### src/rtl/rf_alu_exec_unit.sv
// ---------------------------------------------------------------------------
// rf_alu_exec_unit
//
// Register file plus ALU execution datapath. It holds NREGS x WIDTH
// registers, selects the ALU operands (PC or read port A; read port B,
// constant 1, zero-extended immediate or sign-extended displacement), and
// runs operations through a start/done handshake. The result and the
// c/n/z/v flags are registered. MUL is a WIDTH-cycle shift-add iteration;
// every other operation completes in a single cycle.
//
// Ports
//   clk                    clock, all state updates on the rising edge
//   clr                    synchronous active-low reset
//   wr_e/wr_addr/wr_data   register file write port
//   rd_addr_a/rd_addr_b    asynchronous read port addresses
//   rd_a/rd_b              read data (combinational)
//   mem_wd                 store data, always equal to rd_b
//   pc                     program counter operand
//   instr                  immediate/displacement field
//   alu_srca               0: pc, 1: rd_a
//   alu_srcb               00 rd_b, 01 constant 1, 10 imm, 11 disp
//   alu_ctrl               000 AND, 001 OR, 010 ADD, 011 SUB,
//                          100 SHL1, 101 SHR1, 110 MUL, 111 PASS B
//   e_flag                 flag update enable, captured with start
//   start                  issue an operation (ignored while busy)
//   busy                   multiply in flight
//   done                   one-cycle pulse, alu_out and flags valid
//   alu_out                registered result
//   c, n, z, v             registered flags
//
// Configuration macro
//   RF_ALU_BYPASS_EN  when defined, a write to the register being read is
//                     forwarded to rd_a/rd_b/mem_wd in the same cycle, and
//                     therefore also into operands captured by start.
// ---------------------------------------------------------------------------
module rf_alu_exec_unit #(
    parameter  int WIDTH  = 16,
    parameter  int NREGS  = 8,
    parameter  int IMM_W  = 5,
    parameter  int DISP_W = 8,
    localparam int AW     = (NREGS > 1) ? $clog2(NREGS) : 1
) (
    input  logic              clk,
    input  logic              clr,
    input  logic              wr_e,
    input  logic [AW-1:0]     wr_addr,
    input  logic [WIDTH-1:0]  wr_data,
    input  logic [AW-1:0]     rd_addr_a,
    input  logic [AW-1:0]     rd_addr_b,
    output logic [WIDTH-1:0]  rd_a,
    output logic [WIDTH-1:0]  rd_b,
    output logic [WIDTH-1:0]  mem_wd,
    input  logic [WIDTH-1:0]  pc,
    input  logic [DISP_W-1:0] instr,
    input  logic              alu_srca,
    input  logic [1:0]        alu_srcb,
    input  logic [2:0]        alu_ctrl,
    input  logic              e_flag,
    input  logic              start,
    output logic              busy,
    output logic              done,
    output logic [WIDTH-1:0]  alu_out,
    output logic              c,
    output logic              n,
    output logic              z,
    output logic              v
);

    localparam int MSB = WIDTH - 1;
    localparam int CW  = (WIDTH > 1) ? $clog2(WIDTH) : 1;
    localparam logic [CW-1:0] CNT_LAST = CW'(WIDTH - 1);

    typedef enum logic [2:0] {
        OP_AND  = 3'b000,
        OP_OR   = 3'b001,
        OP_ADD  = 3'b010,
        OP_SUB  = 3'b011,
        OP_SHL  = 3'b100,
        OP_SHR  = 3'b101,
        OP_MUL  = 3'b110,
        OP_PASS = 3'b111
    } alu_op_e;

    // S_EXEC is the cycle in which done is high; it accepts a new start just
    // like S_IDLE, which gives back-to-back issue.
    typedef enum logic [1:0] {
        S_IDLE = 2'd0,
        S_EXEC = 2'd1,
        S_MUL  = 2'd2
    } state_e;

    typedef struct packed {
        logic c;
        logic n;
        logic z;
        logic v;
    } flags_t;

    // ------------------------------------------------------------------
    // Register file
    // ------------------------------------------------------------------
    logic [WIDTH-1:0] regs_q [NREGS];

    // NOTE: the register array is cleared by reset because the datapath
    // must come up with every register reading zero; memories without that
    // requirement are normally left unreset so they can map to RAM.
    always_ff @(posedge clk) begin
        if (!clr) begin
            for (int i = 0; i < NREGS; i++) begin
                regs_q[i] <= '0;
            end
        end else if (wr_e) begin
            regs_q[wr_addr] <= wr_data;
        end
    end

`ifdef RF_ALU_BYPASS_EN
    assign rd_a = (wr_e && (wr_addr == rd_addr_a)) ? wr_data : regs_q[rd_addr_a];
    assign rd_b = (wr_e && (wr_addr == rd_addr_b)) ? wr_data : regs_q[rd_addr_b];
`else
    assign rd_a = regs_q[rd_addr_a];
    assign rd_b = regs_q[rd_addr_b];
`endif

    assign mem_wd = rd_b;

    // ------------------------------------------------------------------
    // Operand selection
    // ------------------------------------------------------------------
    logic [WIDTH-1:0] imm_ext;
    logic [WIDTH-1:0] disp_ext;
    logic [WIDTH-1:0] op_a;
    logic [WIDTH-1:0] op_b;

    assign imm_ext  = {{(WIDTH - IMM_W){1'b0}}, instr[IMM_W-1:0]};
    assign disp_ext = {{(WIDTH - DISP_W){instr[DISP_W-1]}}, instr};
    assign op_a     = alu_srca ? rd_a : pc;

    always_comb begin
        unique case (alu_srcb)
            2'b00:   op_b = rd_b;
            2'b01:   op_b = WIDTH'(1);
            2'b10:   op_b = imm_ext;
            default: op_b = disp_ext;
        endcase
    end

    // ------------------------------------------------------------------
    // Single-cycle ALU (MUL result comes from the iterative path)
    // ------------------------------------------------------------------
    logic [WIDTH:0]   sum_ext;
    logic [WIDTH-1:0] alu_res;
    flags_t           alu_flags;

    // NOTE: every output of a combinational block gets a default at the top
    // so no path through the case leaves it unassigned (which would infer a
    // latch).
    always_comb begin
        sum_ext     = '0;
        alu_res     = '0;
        alu_flags   = '0;
        unique case (alu_op_e'(alu_ctrl))
            OP_AND:  alu_res = op_a & op_b;
            OP_OR:   alu_res = op_a | op_b;
            OP_ADD: begin
                sum_ext     = {1'b0, op_a} + {1'b0, op_b};
                alu_res     = sum_ext[MSB:0];
                alu_flags.c = sum_ext[WIDTH];
                alu_flags.v = (op_a[MSB] == op_b[MSB]) && (alu_res[MSB] != op_a[MSB]);
            end
            OP_SUB: begin
                // a + ~b + 1: the carry out is set exactly when a >= b.
                sum_ext     = {1'b0, op_a} + {1'b0, ~op_b} + (WIDTH + 1)'(1);
                alu_res     = sum_ext[MSB:0];
                alu_flags.c = sum_ext[WIDTH];
                alu_flags.v = (op_a[MSB] != op_b[MSB]) && (alu_res[MSB] != op_a[MSB]);
            end
            OP_SHL: begin
                alu_res     = {op_a[MSB-1:0], 1'b0};
                alu_flags.c = op_a[MSB];
            end
            OP_SHR: begin
                alu_res     = {1'b0, op_a[MSB:1]};
                alu_flags.c = op_a[0];
            end
            OP_PASS: alu_res = op_b;
            default: alu_res = '0;
        endcase
        alu_flags.n = alu_res[MSB];
        alu_flags.z = (alu_res == '0);
    end

    // ------------------------------------------------------------------
    // Control FSM and iterative multiplier
    // ------------------------------------------------------------------
    state_e           state_q,   state_d;
    logic [WIDTH-1:0] mcand_q,   mcand_d;
    logic [WIDTH-1:0] mplier_q,  mplier_d;
    logic [WIDTH-1:0] acc_q,     acc_d;
    logic [CW-1:0]    cnt_q,     cnt_d;
    logic             ef_q,      ef_d;
    logic [WIDTH-1:0] alu_out_q, alu_out_d;
    flags_t           flags_q,   flags_d;
    logic [WIDTH-1:0] acc_step;

    // One shift-add step; the multiplicand is shifted left each cycle so only
    // the low WIDTH bits of the product are ever formed.
    assign acc_step = acc_q + (mplier_q[0] ? mcand_q : '0);

    always_comb begin
        state_d   = state_q;
        mcand_d   = mcand_q;
        mplier_d  = mplier_q;
        acc_d     = acc_q;
        cnt_d     = cnt_q;
        ef_d      = ef_q;
        alu_out_d = alu_out_q;
        flags_d   = flags_q;

        unique case (state_q)
            S_MUL: begin
                acc_d    = acc_step;
                mcand_d  = mcand_q << 1;
                mplier_d = mplier_q >> 1;
                cnt_d    = cnt_q + 1'b1;
                if (cnt_q == CNT_LAST) begin
                    state_d   = S_EXEC;
                    alu_out_d = acc_step;
                    if (ef_q) begin
                        flags_d = '{c: 1'b0, n: acc_step[MSB], z: (acc_step == '0), v: 1'b0};
                    end
                end
            end
            default: begin
                state_d = S_IDLE;
                if (start) begin
                    if (alu_op_e'(alu_ctrl) == OP_MUL) begin
                        state_d  = S_MUL;
                        mcand_d  = op_a;
                        mplier_d = op_b;
                        acc_d    = '0;
                        cnt_d    = '0;
                        ef_d     = e_flag;
                    end else begin
                        // Single-cycle ops are captured straight into the
                        // result register, so done follows on the next cycle.
                        state_d   = S_EXEC;
                        alu_out_d = alu_res;
                        if (e_flag) begin
                            flags_d = alu_flags;
                        end
                    end
                end
            end
        endcase
    end

    // NOTE: sequential state uses non-blocking assignments so every register
    // samples its next value from the same pre-edge snapshot.
    always_ff @(posedge clk) begin
        if (!clr) begin
            state_q   <= S_IDLE;
            mcand_q   <= '0;
            mplier_q  <= '0;
            acc_q     <= '0;
            cnt_q     <= '0;
            ef_q      <= 1'b0;
            alu_out_q <= '0;
            flags_q   <= '0;
        end else begin
            state_q   <= state_d;
            mcand_q   <= mcand_d;
            mplier_q  <= mplier_d;
            acc_q     <= acc_d;
            cnt_q     <= cnt_d;
            ef_q      <= ef_d;
            alu_out_q <= alu_out_d;
            flags_q   <= flags_d;
        end
    end

    assign busy    = (state_q == S_MUL);
    assign done    = (state_q == S_EXEC);
    assign alu_out = alu_out_q;
    assign c       = flags_q.c;
    assign n       = flags_q.n;
    assign z       = flags_q.z;
    assign v       = flags_q.v;

endmodule
### config.mk
export PLATFORM = sky130hd
export DESIGN_NAME = rf_alu_exec_unit
export DESIGN_NICKNAME = d
export VERILOG_FILES = /design/src/rtl/rf_alu_exec_unit.sv
export SDC_FILE = /design/constraint.sdc
export NUM_CORES = 1
export LEC_CHECK = 0
export ABC_CLOCK_PERIOD_IN_PS = 9480
export CORE_AREA = 4 4 208 210
export DETAILED_ROUTE_END_ITERATION = 12
export DIE_AREA = 0 0 212 214
export SLEW_MARGIN = 30
export SYNTH_ARGS = -nofsm -noshare
export SYNTH_HDL_FRONTEND = slang
export SYNTH_SLANG_ARGS = --single-unit
### constraint.sdc
create_clock -name clk -period 9.48 [get_ports clk]
set_input_delay 2.37 -clock clk [delete_from_list [all_inputs] [get_ports clk]]
set_output_delay 2.37 -clock clk [all_outputs]
set_load 0.05 [all_outputs]
==> out/metrics.cfg, run 1 <==
[grt]
grt.total_usage_pct=20.6
grt_pass1_vias=11952
grt_pass1_wl_um=73300
antenna_found_initial=0
grt_max_degree=72
gr-total-overflow=0

[sta]
setup_tns_ns=0
min_period_ns=7.66
hold_viol=0
clock_skew_ns=0.0231
worstMarginPinSlew_ns=0.930
report.final.slew_viol_count=0
grt_setup_unrepaired=no
finalCritPeriodShare_pct=80.8
setup_ws_ns=1.82
setup_violations=0
clock.fmax_ghz=0.131
hold_ws_ns=0.450
maxSlewHeadroom_pct=37.6

[synthesis]
syn-cell-area_sq_mm=0.0143
ys.warnings.count=0
synth_flop_cell=edfxtp_1
synth_fp_nets=1612
yosysSeqAreaShare_pct=37.3
synthArstFlopShare_pct=0
synth_top_area_cell=edfxtp_1
synth-edff-count=128
synthTopCellsByArea=edfxtp_1 (27%), dfxtp_1 (10%), mux4_2 (8.2%)
ys_types=85
synthCells=1485
synth_top_area_share_pct=26.9
avgSynthCellArea_sq_um=9.64
synth.ff_latch_count=203

[drt]
routed_wl_um=48400
ant_nets=0
vias=12158
drc=0
first_iter_violations=1232
routedWlPerCell_um=22.9
route.met3.wl_um=3290
wl_met1_um=21000
vias_per_cell=5.75
wl_met2_um=22900
top_layer=met4
drtPass1Iterations=7

[clock_network]
postCtsHoldBufs=0
clock_latency_ns=0.54
post-cts-setup-buffers=0
cts.path.max_buffers=3
cts.reportedPaths.clkPinSlew_ns=0.05
tritoncts=done
cts-root-buf=clkbuf_16
cts_buffers=23
h-tree-depth=1
cts_resized=0
cts_sinks=203

[placement]
io_buffers=129
gp_congestion=0.912
place_worst_setup_slack_ns=1.34
dp_hpwl_um=35300

[critical_path]
start_kind=primary input
cp.arrival_ns=5.29
end_kind=primary output
crit_fanout=12
cp.required_ns=7.11
worst-setup-path-type=primary input to primary output

[layout]
fin_util_pct=40.2
layout_commonest_cell=and2_1
drive_gt1_share_pct=11.4
area_growth_pct=16.9
nNetsFinal=1687
n_antenna_cell=0
mostFrequentLayoutCells=and2_1 (154), edfxtp_1 (128), clkdlybuf4s50_1 (125)

[outcome]
status=complete, no violations

[floorplanning]
die_area_sq_mm=0.0454
core_sq_mm=0.0416
io_pins=130
fp.dieH_um=214
initial_core_util_pct=34.4
row_count=75
dieWidth_um=212

[hold_path]
min_path_type=flip-flop to flip-flop

[job]
max_cap_viol_count=0

[pwr]
power.density_mw_per_mm2=161
vdd_drop_max_mv=0.151
p_leak_uw=0.00631

synthesized netlist by cell type, drive strengths merged, types with 16 or more instances:
master and instances:
a211oi 22, a21oi 108, and2 154, buf 38, clkbuf 78, dfxtp 75
edfxtp 128, ha 64, inv 63, mux2 27, mux2i 25, mux4 61
nand2 120, nand2b 16, nand3 33, nor2 115, nor2b 22, nor3 29
o211ai 27, o21ai 62
registers in the layout (all words and copies together) (netlist names):
signal and count:
alu_out 16, state_q 2, n 1, z 1
v 1, mcand_q 16, cnt_q 4, regs_q 128
c 1, mplier_q 16, acc_q 16, ef_q 1
final timing paths:
path                              startpoint            to  slack (ns)  cells after the start
worst min-delay path            mplier_q[11]  mplier_q[10]        0.45                      2
worst max-delay path            rd_addr_a[0]      rd_a[11]        1.82                      5
worst min register to register  mplier_q[11]  mplier_q[10]        0.45                      2
worst max register to register  regs_q[4][3]   alu_out[14]        4.51                     14
through the flow:
step,instances,cell area [sq um],power [uW]
after floorplan,1485,14300,1570
after global placement,2074,16000,1840
after detailed placement,2074,16000,1840
after CTS,2115,16700,2710
after global routing,2115,16700,2810
final,2115,16700,2700
cell families (layout without fill, tap and decap cells):
kind of cell	count (synthesis)	count (layout)	synth area share [%]
buf+inv	181	272	5.54
xor+xnor	24	24	1.47
mux	113	113	13.9
fa+ha+maj	67	67	6.01
simple gates	551	551	19.8
flops	203	203	37.3
compound gates	346	346	16.0
final cells by class:
cell class	instances	area, sq um
Tap cell	539	674
Sequential cell	203	5350
Inverter	65	244
Clock buffer	28	594
Multi-Input combinational cell	1101	8200
Clock inverter	13	128
Fill cell	4097	24800
Timing Repair Buffer	166	1550
worst max-delay path, cell delays in order:
cell,delay [ns]
clkdlybuf4s50_1,0.94
buf_4,0.39
mux4_2,0.52
mux2_2,0.31
clkdlybuf4s50_1,0.74
routing by layer:
metal / GRT usage (%) / up-vias
met5: 0 / -
met4: 4.58 / 0
met3: 2.99 / 73
met2: 34.2 / 488
met1: 28.6 / 6006
li1: - / 5591
power breakdown:
group,switching [uW],internal (uW),total [uW]
registers,27.6,989,1020
logic,520,294,814
clock network,367,503,870
total,915,1790,2700
No activity file was read; power rests on OpenSTA's default activity.
==> run 2, diff against run 1 <==
ABC_CLOCK_PERIOD_IN_PS = 6900   (was 9480)
clock period = 6.9 ns   (was 9.48 ns; I/O delays follow)
==> out/metrics.cfg, run 2 (synthesis gave the netlist of run 1 again) <==
[clock_network]
cts.reportedPaths.clkPinSlew_ns=0.06
cts_resized=0
tritoncts=done
post-cts-setup-buffers=0
cts_buffers=23
cts-root-buf=clkbuf_16
postCtsHoldBufs=0
cts.path.max_buffers=3
clock_latency_ns=0.55
cts_sinks=203
h-tree-depth=1

[sta]
hold_viol=0
clock_skew_ns=0.0316
setup_violations=0
report.final.slew_viol_count=0
maxSlewHeadroom_pct=39.4
grt_setup_unrepaired=no
finalCritPeriodShare_pct=92.6
setup_tns_ns=0
clock.fmax_ghz=0.156
min_period_ns=6.39
worstMarginPinSlew_ns=0.906

[critical_path]
max_stage_delay_ns=0.79
worst_r2r_path_depth=16
start_kind=primary input
critical-path-top-delay-family=buffers and inverters
reg2reg_slack_ns=2.21
cp.required_ns=5.18
cp.arrival_ns=4.67
worst-setup-path-type=primary input to primary output
end_kind=primary output
slowest_stage=clkdlybuf4s50_1
critical_path_depth=6
path_buf_inv=4
r2r-start=regs_q[6][0]
worstPathCellList=clkdlybuf4s50_1 > buf_4 > buf_4 > mux4_2 > mux2_2 > clkdlybuf4s50_1
r2r-end=z
crit_fanout=11

[layout]
fillers=4083
multiInputGateArea_sq_mm=0.00819
mostFrequentLayoutCells=and2_1 (153), edfxtp_1 (128), clkdlybuf4s50_1 (121)
seqCellArea_sq_mm=0.00535
final_cell_area_sq_mm=0.0173
nNetsFinal=1734
layout_commonest_cell=and2_1
top_register=regs_q
drive_gt1_share_pct=14.5
area_growth_pct=20.7
largest_reg_flops=128

[pwr]
vdd_drop_max_mv=0.190
p_leak_uw=0.00663
power.density_mw_per_mm2=227

[floorplanning]
initial_core_util_pct=34.4
core_sq_mm=0.0416
fp.dieH_um=214
io_pins=130
die_area_sq_mm=0.0454
row_count=75
dieWidth_um=212

[placement]
gp_congestion=0.932
place_area_sq_mm=0.0164
io_buffers=129
dp_hpwl_um=35900

[grt]
grt_pass1_wl_um=73600
antenna_found_initial=0
grt.total_usage_pct=20.8
grt_max_degree=72
grt_pass1_vias=12011
gr-total-overflow=0

[drt]
vias_per_cell=5.56
routedWlPerCell_um=22.4
drc=0
ant_nets=0
drtPass1Iterations=5
routed_wl_um=48400
vias=12030
first_iter_violations=1010

[hold_path]
min_from=alu_out[13]
min_path_type=flip-flop to flip-flop
min_to=alu_out[13]
worstHoldPathCells=2

[job]
max_cap_viol_count=0

[outcome]
status=complete, no violations

## run 2: stage by stage
step                power (uW)  utilization (%)  hold slack [ns]  instances  setup slack, ns
global placement          2580             39.5            0.445       2121            0.298
floorplan                 2160                -            0.431       1485            0.264
CTS                       3940             41.6            0.452       2163            0.522
global route              4080             41.6            0.473       2163            0.437
finish                    3930             41.6            0.452       2164            0.508
detailed placement        2590             39.6            0.444       2121            0.150
## run 2: how the worst max path moves through the flow
stage	from	endpoint	slack (ns)
after global placement	rd_addr_b[2]	z	0.30
final	rd_addr_b[2]	mem_wd[15]	0.51
after floorplan	rd_addr_b[0]	alu_out[14]	0.26
after CTS	rd_addr_b[2]	mem_wd[15]	0.52
after detailed placement	rd_addr_b[2]	z	0.15
after global routing	rd_addr_b[2]	mem_wd[15]	0.44
## run 2: power breakdown
group,internal (uW),total (uW),leakage (uW),switching [uW]
clock,828,1360,0.000411,528
sequential,1360,1400,0.00184,37.8
combinational,448,1170,0.00438,726
## run 2: worst reg2reg max path, stage by stage (launching register included)
cell      delay [ns]
edfxtp_1        0.41
mux4_2          0.49
o211a_1         0.34
mux2i_1         0.19
buf_4           0.21
ha_1            0.19
inv_1           0.06
fa_1            0.47
xor2_1          0.18
mux4_2          0.27
o22ai_1         0.08
a221oi_1        0.21
a21boi_0        0.50
nand4_1         0.25
nor4_1          0.38
nand4_1         0.16
o32ai_2         0.22
## run 2: final cells by class
class,count,area share [%]
repair buffers,213,11.5
multi-input cells,1101,47.4
diodes,1,0.0145
well taps,539,3.90
inverters,65,1.41
clock inverters,15,1.30
clock buffers,27,3.53
flip-flops and latches,203,30.9
## run 2: per-layer routing
layer | up-vias | GRT usage (%) | part of all wire [%]
met2 | 443 | 34.2 | 48
met4 | 0 | 5.21 | 2.6
met3 | 71 | 3.66 | 6.4
met1 | 5837 | 28.5 | 43
li1 | 5679 | - | -
met5 | - | 0 | 0
==> run 3, diff against run 2 <==
SKIP_CTS_REPAIR_TIMING = 1   (was not set)
SLEW_MARGIN = 20   (was 30)
==> out/metrics.cfg, run 3 (synthesis gave the netlist of run 1 again) <==
[outcome]
status=complete, no violations

[drt]
drc=0
first_iter_violations=1116
routedWlPerCell_um=22.5
drtPass1Iterations=5
routed_wl_um=48700
vias_per_cell=5.62
vias=12154
ant_nets=0

[layout]
layout_commonest_cell=and2_1
mostFrequentLayoutCells=and2_1 (153), edfxtp_1 (128), clkdlybuf4s50_1 (121)
largest_reg_flops=128
top_register=regs_q
n_antenna_cell=0
multiInputGateArea_sq_mm=0.00819
area_growth_pct=19.8
fin_util_pct=41.2
drive_gt1_share_pct=14.2
nNetsFinal=1734
final_cells=2162
fillers=4071
seqCellArea_sq_mm=0.00535

[sta]
setup_ws_ns=0.525
setup_violations=0
hold_viol=0
maxSlewHeadroom_pct=41.5
worstMarginPinSlew_ns=0.874
hold_ws_ns=0.452
grt_setup_unrepaired=no
report.final.slew_viol_count=0
finalCritPeriodShare_pct=92.4
setup_tns_ns=0
clock_skew_ns=0.0385
min_period_ns=6.38
clock.fmax_ghz=0.157

[placement]
place_worst_setup_slack_ns=0.137
dp.cells=2121
dp_hpwl_um=36000
io_buffers=129
gp_congestion=0.932

[grt]
grt_max_degree=72
antenna_found_initial=1
grt_pass1_wl_um=73800
gr-total-overflow=0
grt.total_usage_pct=20.8
grt_pass1_vias=12006

[critical_path]
crit_fanout=11
end_kind=primary output
cp.required_ns=5.18
start_kind=primary input
cp.arrival_ns=4.65
worst-setup-path-type=primary input to primary output
r2r-start=regs_q[6][0]
crit_start=rd_addr_b[2]
reg2reg_slack_ns=2.21

[clock_network]
cts_sinks=203
cts-root-buf=clkbuf_16
cts.reportedPaths.clkPinSlew_ns=0.06
cts.path.max_buffers=3
clock_latency_ns=0.56
h-tree-depth=1
tritoncts=done
cts_buffers=23

[pwr]
power.density_mw_per_mm2=218
vdd_drop_max_mv=0.145
p_leak_uw=0.00656

[hold_path]
min_path_type=flip-flop to flip-flop
min_from=alu_out[13]

[floorplanning]
initial_core_util_pct=34.4
fp.dieH_um=214
dieWidth_um=212
io_pins=130
row_count=75
die_area_sq_mm=0.0454
core_sq_mm=0.0416

[job]
max_cap_viol_count=0

==> run 3: cell types whose count changed in the layout (fill, tap and decap cells not counted), sizes merged <==
cell	change
bufinv	-5
clkinvlp	+1
clkbuf	+1
clkinv	+2
diode	-1
==> run 3: final cells by class <==
class / count / share of cell area [%]
multi-input cells: 1101 / 47.8
flip-flops and latches: 203 / 31.2
repair buffers: 213 / 11.6
well taps: 539 / 3.93
clock buffers: 28 / 3.58
inverters: 65 / 1.42
clock inverters: 13 / 0.504
==> run 3: report_power, final <==
| group | leakage (uW) | switching, uW | total [uW] | internal (uW) |
|---|---|---|---|---|
| Clock | 0.000340 | 517 | 1160 | 639 |
| Sequential | 0.00184 | 37.5 | 1400 | 1360 |
| Combinational | 0.00438 | 728 | 1180 | 449 |
| Total | 0.00656 | 1280 | 3730 | 2450 |
==> run 3: worst paths after layout <==
check | endpoint | cells after the start
setup / recovery | mem_wd[15] | 6
hold / removal | alu_out[13] | 2
setup reg to reg | z | 16
hold reg to reg | alu_out[13] | 2
==> run 3: through the flow <==
| step | cell area, sq um | power, uW |
|---|---|---|
| 2_1_floorplan | 14300 | 2160 |
| 4_1_cts | 17100 | 3750 |
| 5_1_grt | 17100 | 3900 |
| 3_3_place_gp | 16400 | 2580 |
| 3_5_place_dp | 16400 | 2590 |
| 6_report | 17100 | 3730 |
==> run 3: worst max-delay path: stages <==
cell             delay, ns
clkdlybuf4s50_1       0.79
buf_4                 0.27
buf_4                 0.23
mux4_2                0.52
mux2_2                0.36
clkdlybuf4s50_1       0.73
==> run 3: per-layer routing <==
metal	track usage, %	vias up	share of wire (%)
met5	0	-	0
li1	-	5684	-
met2	34.2	470	48
met3	3.76	76	6.8
met1	28.4	5924	43
met4	5.42	0	2.8
